$ cat config.mk
export PLATFORM = sky130hd
export DESIGN_NAME = mont_exp_bit_server
export DESIGN_NICKNAME = d
export VERILOG_FILES = /design/src/rtl/mont_exp_bit_server.sv
export SDC_FILE = /design/constraint.sdc
export NUM_CORES = 2
export LEC_CHECK = 0
export CAP_MARGIN = 0
export CORE_AREA = 4 4 641 643
export CTS_CLUSTER_DIAMETER = 40
export DETAILED_ROUTE_END_ITERATION = 16
export DIE_AREA = 0 0 645 647
export PLACE_DENSITY = 0.55
export SLEW_MARGIN = 5
export SYNTH_ARGS = -nofsm -noshare
export SYNTH_HDL_FRONTEND = slang
export SYNTH_SLANG_ARGS = --single-unit
$ cat constraint.sdc
create_clock -name clk_in -period 76 [get_ports clk_in]
set_input_delay 15.2 -clock clk_in [delete_from_list [all_inputs] [get_ports clk_in]]
set_output_delay 15.2 -clock clk_in [all_outputs]
set_load 0.05 [all_outputs]
$ cat src/rtl/mont_exp_bit_server.sv
// mont_exp_bit_server: loads a wide exponent block by block into a shadow
// buffer and serves it bit by bit, MSB first, to the Montgomery accumulator.
// The shadow buffer lets the next exponent load while the current one is
// still being served, so back-to-back exponents stream without a gap.
module mont_exp_bit_server #(
    parameter int REGISTER_SIZE = 32,
    parameter int BITS_IN_EXP   = 2048
) (
    input  logic                           clk_in,
    input  logic                           rst_in,
    input  logic [REGISTER_SIZE-1:0]       exp_block_in,
    input  logic                           exp_valid_in,
    output logic                           exp_ready_out,
    input  logic                           consumed_n_in,
    output logic                           n_bit_out,
    output logic                           n_bit_valid_out,
    output logic [$clog2(BITS_IN_EXP)-1:0] bit_idx_out,
    output logic                           exp_done_out,
    output logic                           underrun_out
);

    localparam int NB     = BITS_IN_EXP / REGISTER_SIZE;
    localparam int IDX_W  = $clog2(BITS_IN_EXP);
    localparam int LCNT_W = (NB > 1) ? $clog2(NB) : 1;

    localparam logic [IDX_W-1:0]  TOP_IDX  = IDX_W'(BITS_IN_EXP - 1);
    localparam logic [LCNT_W-1:0] LAST_BLK = LCNT_W'(NB - 1);

    typedef enum logic {FILL, FULL}  load_state_t;
    typedef enum logic {IDLE, SERVE} serve_state_t;

    load_state_t  load_state,  load_next;
    serve_state_t serve_state, serve_next;

    logic [BITS_IN_EXP-1:0] shadow_reg;
    logic [BITS_IN_EXP-1:0] active_reg;
    logic [LCNT_W-1:0]      load_cnt;
    logic [IDX_W-1:0]       bit_idx;
    logic                   done_reg;
    logic                   underrun_reg;

    logic accept;
    logic last_consume;
    logic transfer;

    // A block is taken only while the shadow is filling; valid in FULL is ignored.
    assign accept = (load_state == FILL) && exp_valid_in;

    // The consume of bit 0 finishes the exponent currently being served.
    assign last_consume = (serve_state == SERVE) && consumed_n_in && (bit_idx == '0);

    // Decide the shadow-to-active transfer and the next state of both FSMs.
    always_comb begin
        transfer   = 1'b0;
        load_next  = load_state;
        serve_next = serve_state;

        if (load_state == FULL) begin
            if (serve_state == IDLE) begin
                transfer = 1'b1;
            end else if (last_consume) begin
                transfer = 1'b1;
            end
        end

        case (load_state)
            FILL: if (accept && (load_cnt == LAST_BLK)) load_next = FULL;
            FULL: if (transfer) load_next = FILL;
            default: load_next = FILL;
        endcase

        if (transfer) begin
            serve_next = SERVE;
        end else if (last_consume) begin
            serve_next = IDLE;
        end
    end

    // State registers for the load and serve FSMs.
    always_ff @(posedge clk_in) begin
        if (rst_in) begin
            load_state  <= FILL;
            serve_state <= IDLE;
        end else begin
            load_state  <= load_next;
            serve_state <= serve_next;
        end
    end

    // Block position counter: wraps to 0 after the final block of an exponent.
    always_ff @(posedge clk_in) begin
        if (rst_in) begin
            load_cnt <= '0;
        end else if (accept) begin
            if (load_cnt == LAST_BLK) begin
                load_cnt <= '0;
            end else begin
                load_cnt <= load_cnt + LCNT_W'(1);
            end
        end
    end

    // Shadow storage: each accepted block lands at its position, block 0 at the bottom.
    always_ff @(posedge clk_in) begin
        if (accept) begin
            for (int b = 0; b < NB; b++) begin
                if (load_cnt == LCNT_W'(b)) begin
                    shadow_reg[b*REGISTER_SIZE +: REGISTER_SIZE] <= exp_block_in;
                end
            end
        end
    end

    // Active storage: takes a full copy of the shadow on every transfer.
    always_ff @(posedge clk_in) begin
        if (transfer) begin
            active_reg <= shadow_reg;
        end
    end

    // Bit index, completion pulse and sticky underrun flag.
    always_ff @(posedge clk_in) begin
        if (rst_in) begin
            bit_idx      <= '0;
            done_reg     <= 1'b0;
            underrun_reg <= 1'b0;
        end else begin
            done_reg <= last_consume;
            if (consumed_n_in && (serve_state == IDLE)) begin
                underrun_reg <= 1'b1;
            end
            if (transfer) begin
                bit_idx <= TOP_IDX;
            end else if ((serve_state == SERVE) && consumed_n_in && (bit_idx != '0)) begin
                bit_idx <= bit_idx - IDX_W'(1);
            end
        end
    end

    assign exp_ready_out   = (load_state == FILL);
    assign n_bit_valid_out = (serve_state == SERVE);
    assign n_bit_out       = (serve_state == SERVE) && active_reg[bit_idx];
    assign bit_idx_out     = bit_idx;
    assign exp_done_out    = done_reg;
    assign underrun_out    = underrun_reg;

endmodule

**Word level (Yosys, flattened, before mapping)**

Cells that the tools add are included.

- Output and inout port bits: 16
- Bits in registers: 4117
- Logic and storage cells: 228

- Order comparisons: 1
- Add/subtract/negate cells: 2
- Bitwise logic cells: 2
- Reductions and logical operators: 76
- Eq/ne operators: 63
- Muxes and demuxes: 13

Operator list:

| operator | number |
|---|---|
| $eq A6 B6 Y1 const B | 32 |
| $reduce_and A2 Y1 | 64 |
| $eq A6 B5 Y1 const B | 16 |
| $eq A6 B4 Y1 const B | 8 |
| $eq A6 B3 Y1 const B | 4 |
| $mux W11 | 2 |
| $eq A6 B2 Y1 const B | 2 |
| $lt A11 B12 Y1 const B | 1 |
| $bmux W1 S11 | 1 |
| $logic_not A11 Y1 | 1 |
| $reduce_bool A11 Y1 | 1 |
| $sub A11 B1 Y11 const B | 1 |
| $mux W1 | 8 |
| $logic_and A1 B1 Y1 | 7 |
| $add A6 B1 Y6 const B | 1 |
| $eq A6 B1 Y1 const B | 1 |
| $logic_not A6 Y1 | 1 |
| $mux W6 | 1 |
| $reduce_bool A2 Y1 | 2 |
| $not A1 Y1 | 2 |
| $pmux W1 S2 | 1 |

**Depth between registers and ports, before layout**

- Depth after elaboration: 7
- Gate-level depth with buffers: 15
- Mapped depth without buffers: 9

**Least setup slack after synthesis**

Ideal clock, no wire load.

- Kind: input -> register
- From: in consumed_n_in
- To: reg active_reg[0], enable pin
- Cell stages on the path: 4
- Path slack: 18.821 ns
- Arrival: 54.822 ns
- Cells stage by stage: a21oi_1 nand2b_1 clkbuf_1 inv_1

- Longest elaborated chain between the ends: 5

Ends and longest elaborated chain:

| element | RTL line | text |
|---|---|---|
| start, declared | 14 | `input logic consumed_n_in,` |
| $logic_and A1 B1 Y1 (2 in series) | 50 | `assign last_consume = (serve_state == SERVE) && consumed_n_in && (bit_idx == '0);` |
| $mux W1 | 61 | `end else if (last_consume) begin` |
| $mux W1 | 59 | `if (serve_state == IDLE) begin` |
| $mux W1 | 58 | `if (load_state == FULL) begin` |
| end signal, assigned | 117 | `active_reg <= shadow_reg;` |
| end, declared | 36 | `logic [BITS_IN_EXP-1:0] active_reg;` |

No other way between the ends.
A chain may end at the register's enable or synchronous reset.

**Final worst setup path**

- From: reg bit_idx[1], in the netlist bit_idx_out[1]
- To: out n_bit_out

- Longest elaborated chain between the ends: 3

Ends and longest elaborated chain:

| element | RTL line | text |
|---|---|---|
| start, declared | 38 | `logic [IDX_W-1:0] bit_idx;` |
| start signal, assigned | 135 | `bit_idx <= bit_idx - IDX_W'(1);` |
| $bmux W1 S11 | 142 | `assign n_bit_out = (serve_state == SERVE) && active_reg[bit_idx];` |
| $mux W1 (not written as such) | 142 |  |
| $logic_and A1 B1 Y1 | 142 |  |
| end, declared | 15 | `output logic n_bit_out,` |

No other way between the ends. The select of a mux whose other input is x is not followed.

==> reports/results.txt <==
Least-Margin Pin Slew = 1.27 ns
Post-synth ARST share = 0%
Final Setup Violations = 0
Status = finished clean
Period utilization = 30.1%
Starting Density = 34.9%
Clock share of power = 47.8%
DRT iter0 DRCs = 9253
Post-synthesis sequential area ratio = 87.4%
Number of global-route vias before repair = 63090
Drt first pass iters = 6
Cell taking the most area after synthesis = edfxtp_1
Die X = 645 µm
Post-CTS sizing = 0
WHS = 0.382 ns
Number of synthesized flops with an enable pin = 4096
Clock Path Buffers = 4
Slew HR = 15.1%
Syn. warnings = 0
Worst R2R Setup Slack = 68.46 ns
Port buffer count = 51
RD Place Congestion = 0.770
CTS tree = done
Share of layout cells above drive strength 1 = 23.1%
Row count = 234
CTS Buf Count = 478
Storage element area = 123000 µm²
Htree depth = 5
Top_reg_cell synth = edfxtp_1
Worst Path Arrival = 7.70 ns
Worst Setup Start Kind = register
Pins over their slew limit = 0
Hold path startpoint = shadow_reg[1671]$_DFFE_PP_
Cell area power density = 29.3 nW/µm²
Top cell type's share of synthesized area = 87.1%
Clock Sinks = 4117
Area occupied by multi-input gates = 16900 µm²
Die Footprint = 417000 µm²
Flop pwr share = 51.1%
Post-route antenna net violation count = 0
Gr ovfl total = 0
DRC viols = 0
Synthesis-to-finish area growth = 17.2%
Peak VDD IR = 21.6 µV
Hold Path Depth = 0
Fill count = 35026
Combinational share of power = 1.1%
First-pass GRT wire length = 499 mm
Switch share = 20.3%
Int Power = 0.00387 W
Worst-path maximum fanout = 49
Final nets = 6284
Boundary Pins = 52
Leak Pwr = 50.0 nW
Synth unique cells = 61
Post-synthesis net count = 5781
Cell Area, Synth = 141000 µm²
Reg2Reg Depth = 12
Total track usage = 17.0%
FF-to-FF Start = bit_idx_out[6]$_SDFFE_PP0P_
Synth area leaders = edfxtp_1 87%, mux4_2 7.2%, mux2i_1 1.3%
Setup TNS = 0 ns
Dpl hpwl = 185 mm
Worst path required time = 60.80 ns
CTS root buffer = clkbuf_16
R2R Path End = active_reg[116]$_DFFE_PP_
Clock Latency Late Sink = 0.96 ns
Largest net degree at the start of global routing = 198
Fin crit period = 22.90 ns
Synthesis-stage register bit count = 4117
Detailed-route via count = 62411
Core area = 405000 µm²
Wire length per cell = 29.7 µm
Max cap viols = 0
Syn_area_per_cell = 24.6 µm²
Hold Path Class = reg2reg
Switching power of the nets = 0.000985 W
Worst hold endpoint = active_reg[1671]$_DFFE_PP_
Number of setup buffers added after CTS = 0
# hold bufs at CTS = 0
Initial antenna violation count = 64
F_max = 0.0437 GHz
Crit Path Category = reg2out
Unrepaired setup endpoints after global routing = no
Post-DR vias/cell = 5.15
Crit. End Element = output port
Endpoints failing hold = 0
Die Y = 647 µm
Final wirelength = 361 mm
CTS clk-pin slew, worst paths = 0.06 ns
Mapped Cells = 5739
Worst Clk Skew = 0.0473 ns
[area by class of cell]
cell class / count / share of cell area [%]
Sequential cell: 4117 / 74.6
Multi-Input combinational cell: 1400 / 10.2
Clock buffer: 531 / 7.37
Tap cell: 5428 / 4.10
Clock inverter: 366 / 2.51
Timing Repair Buffer: 235 / 1.16
Antenna cell: 41 / 0.0620
Inverter: 10 / 0.0287
[cell usage in the layout, fill, tap and decap left out, types with 11 or more instances in the layout]
cell and n:
bufinv_16 64, clkinv_1 82, a21oi_1 74, clkdlybuf4s50_1 19, o22ai_1 28, a22oi_1 79, o211ai_1 15, diode_2 41
dfxtp_1 13, o221ai_1 19, clkinv_2 52, nand2_1 126, clkbuf_16 480, mux2_2 11, inv_6 46, edfxtp_1 4096
clkbuf_1 51, a31oi_1 15, nor3_1 28, clkinvlp_4 60, clkinv_4 35, buf_4 205, nor2_1 43, o21ai_0 31
mux2i_1 179, a211oi_1 26, inv_8 12, mux4_2 454, nor2b_1 16, nor2_4 28, nor2_2 36, a221oi_1 24
nand3_1 43
[Yosys cell counts (5+ instances only)]
cell	number
buf_4	43
xnor2_1	7
clkbuf_1	69
a2111oi_0	6
buf_2	66
buf_1	9
mux2_2	11
nand3b_1	5
nand2_1	126
a311oi_1	6
mux2i_1	179
nor3_1	29
nand2b_1	11
inv_1	8
a211oi_1	26
and3_1	5
nand4_1	6
nor2_1	107
xor2_1	6
o22ai_1	28
dfxtp_1	21
a31oi_1	15
a22oi_1	79
ha_1	6
a22o_1	9
o211ai_1	15
nand3_1	43
buf_6	24
o21ai_0	31
mux4_2	454
a221oi_1	24
o221ai_1	19
a21oi_1	74
nor2b_1	20
edfxtp_1	4096
[per-stage QoR]
stage               area (µm²)  std cells  total power [W]  util (%)  setup WS [ns]
finish                  166000      12128          0.00486      40.9          53.10
global route            165000      12104          0.00500      40.8          52.82
CTS                     165000      12087          0.00490      40.8          53.02
detailed placement      149000      11190          0.00259      36.8          54.10
global placement        149000      11188          0.00259      36.8          53.16
floorplan               141000       5739          0.00253         -          18.82
[worst max path at each step]
stage                                    endpoint                   startpoint  cells past startpoint
after floorplan           active_reg[0]$_DFFE_PP_                consumed_n_in                      4
after global placement                  n_bit_out  bit_idx_out[1]$_SDFFE_PP0P_                      9
after detailed placement                n_bit_out  bit_idx_out[1]$_SDFFE_PP0P_                     13
after CTS                               n_bit_out  bit_idx_out[1]$_SDFFE_PP0P_                     13
after global routing                    n_bit_out  bit_idx_out[1]$_SDFFE_PP0P_                     13
final                                   n_bit_out  bit_idx_out[1]$_SDFFE_PP0P_                     13
[power groups by stage]
stage	Combinational (W)	Sequential (W)	Clock (W)
after global placement	0.0000550	0.00253	0
final	0.0000537	0.00248	0.00232
after global routing	0.0000546	0.00248	0.00246
after CTS	0.0000554	0.00248	0.00236
after detailed placement	0.0000553	0.00253	0
after floorplan	0.00000228	0.00253	0
[worst max-delay path, stage by stage (launching register included)]
cell and delay (ns):
dfxtp_4 0.87, buf_4 0.71, buf_4 0.81, buf_4 0.52
mux4_2 0.28, a22o_1 0.14, a221oi_1 0.05, o22ai_1 0.55
nor3_1 0.20, nor4b_1 0.73, nand3_1 0.20, a21oi_1 0.18
o32a_1 0.51, clkdlybuf4s50_1 0.92
[cell families (layout without fill, tap and decap cells)]
family | count (synthesis) | in the layout | synth area share [%]
compound gates | 361 | 361 | 1.78
simple gates | 376 | 376 | 1.21
other cells | 0 | 41 | 0
xor+xnor | 13 | 13 | 0.0806
buf+inv | 222 | 1142 | 0.898
flops | 4117 | 4117 | 87.4
mux | 644 | 644 | 8.60
fa+ha+maj | 6 | 6 | 0.0532
[layer usage]
layer  up-vias  global-route usage, %  part of all wire (%)
li1      25213                      -                     -
met1     33531                   23.9                    41
met2      3067                   27.5                    48
met3       592                   2.47                   8.4
met4         8                   4.90                   2.8
met5         -                      0                 0.011
Note: power is estimated with default switching activity, not from simulation.
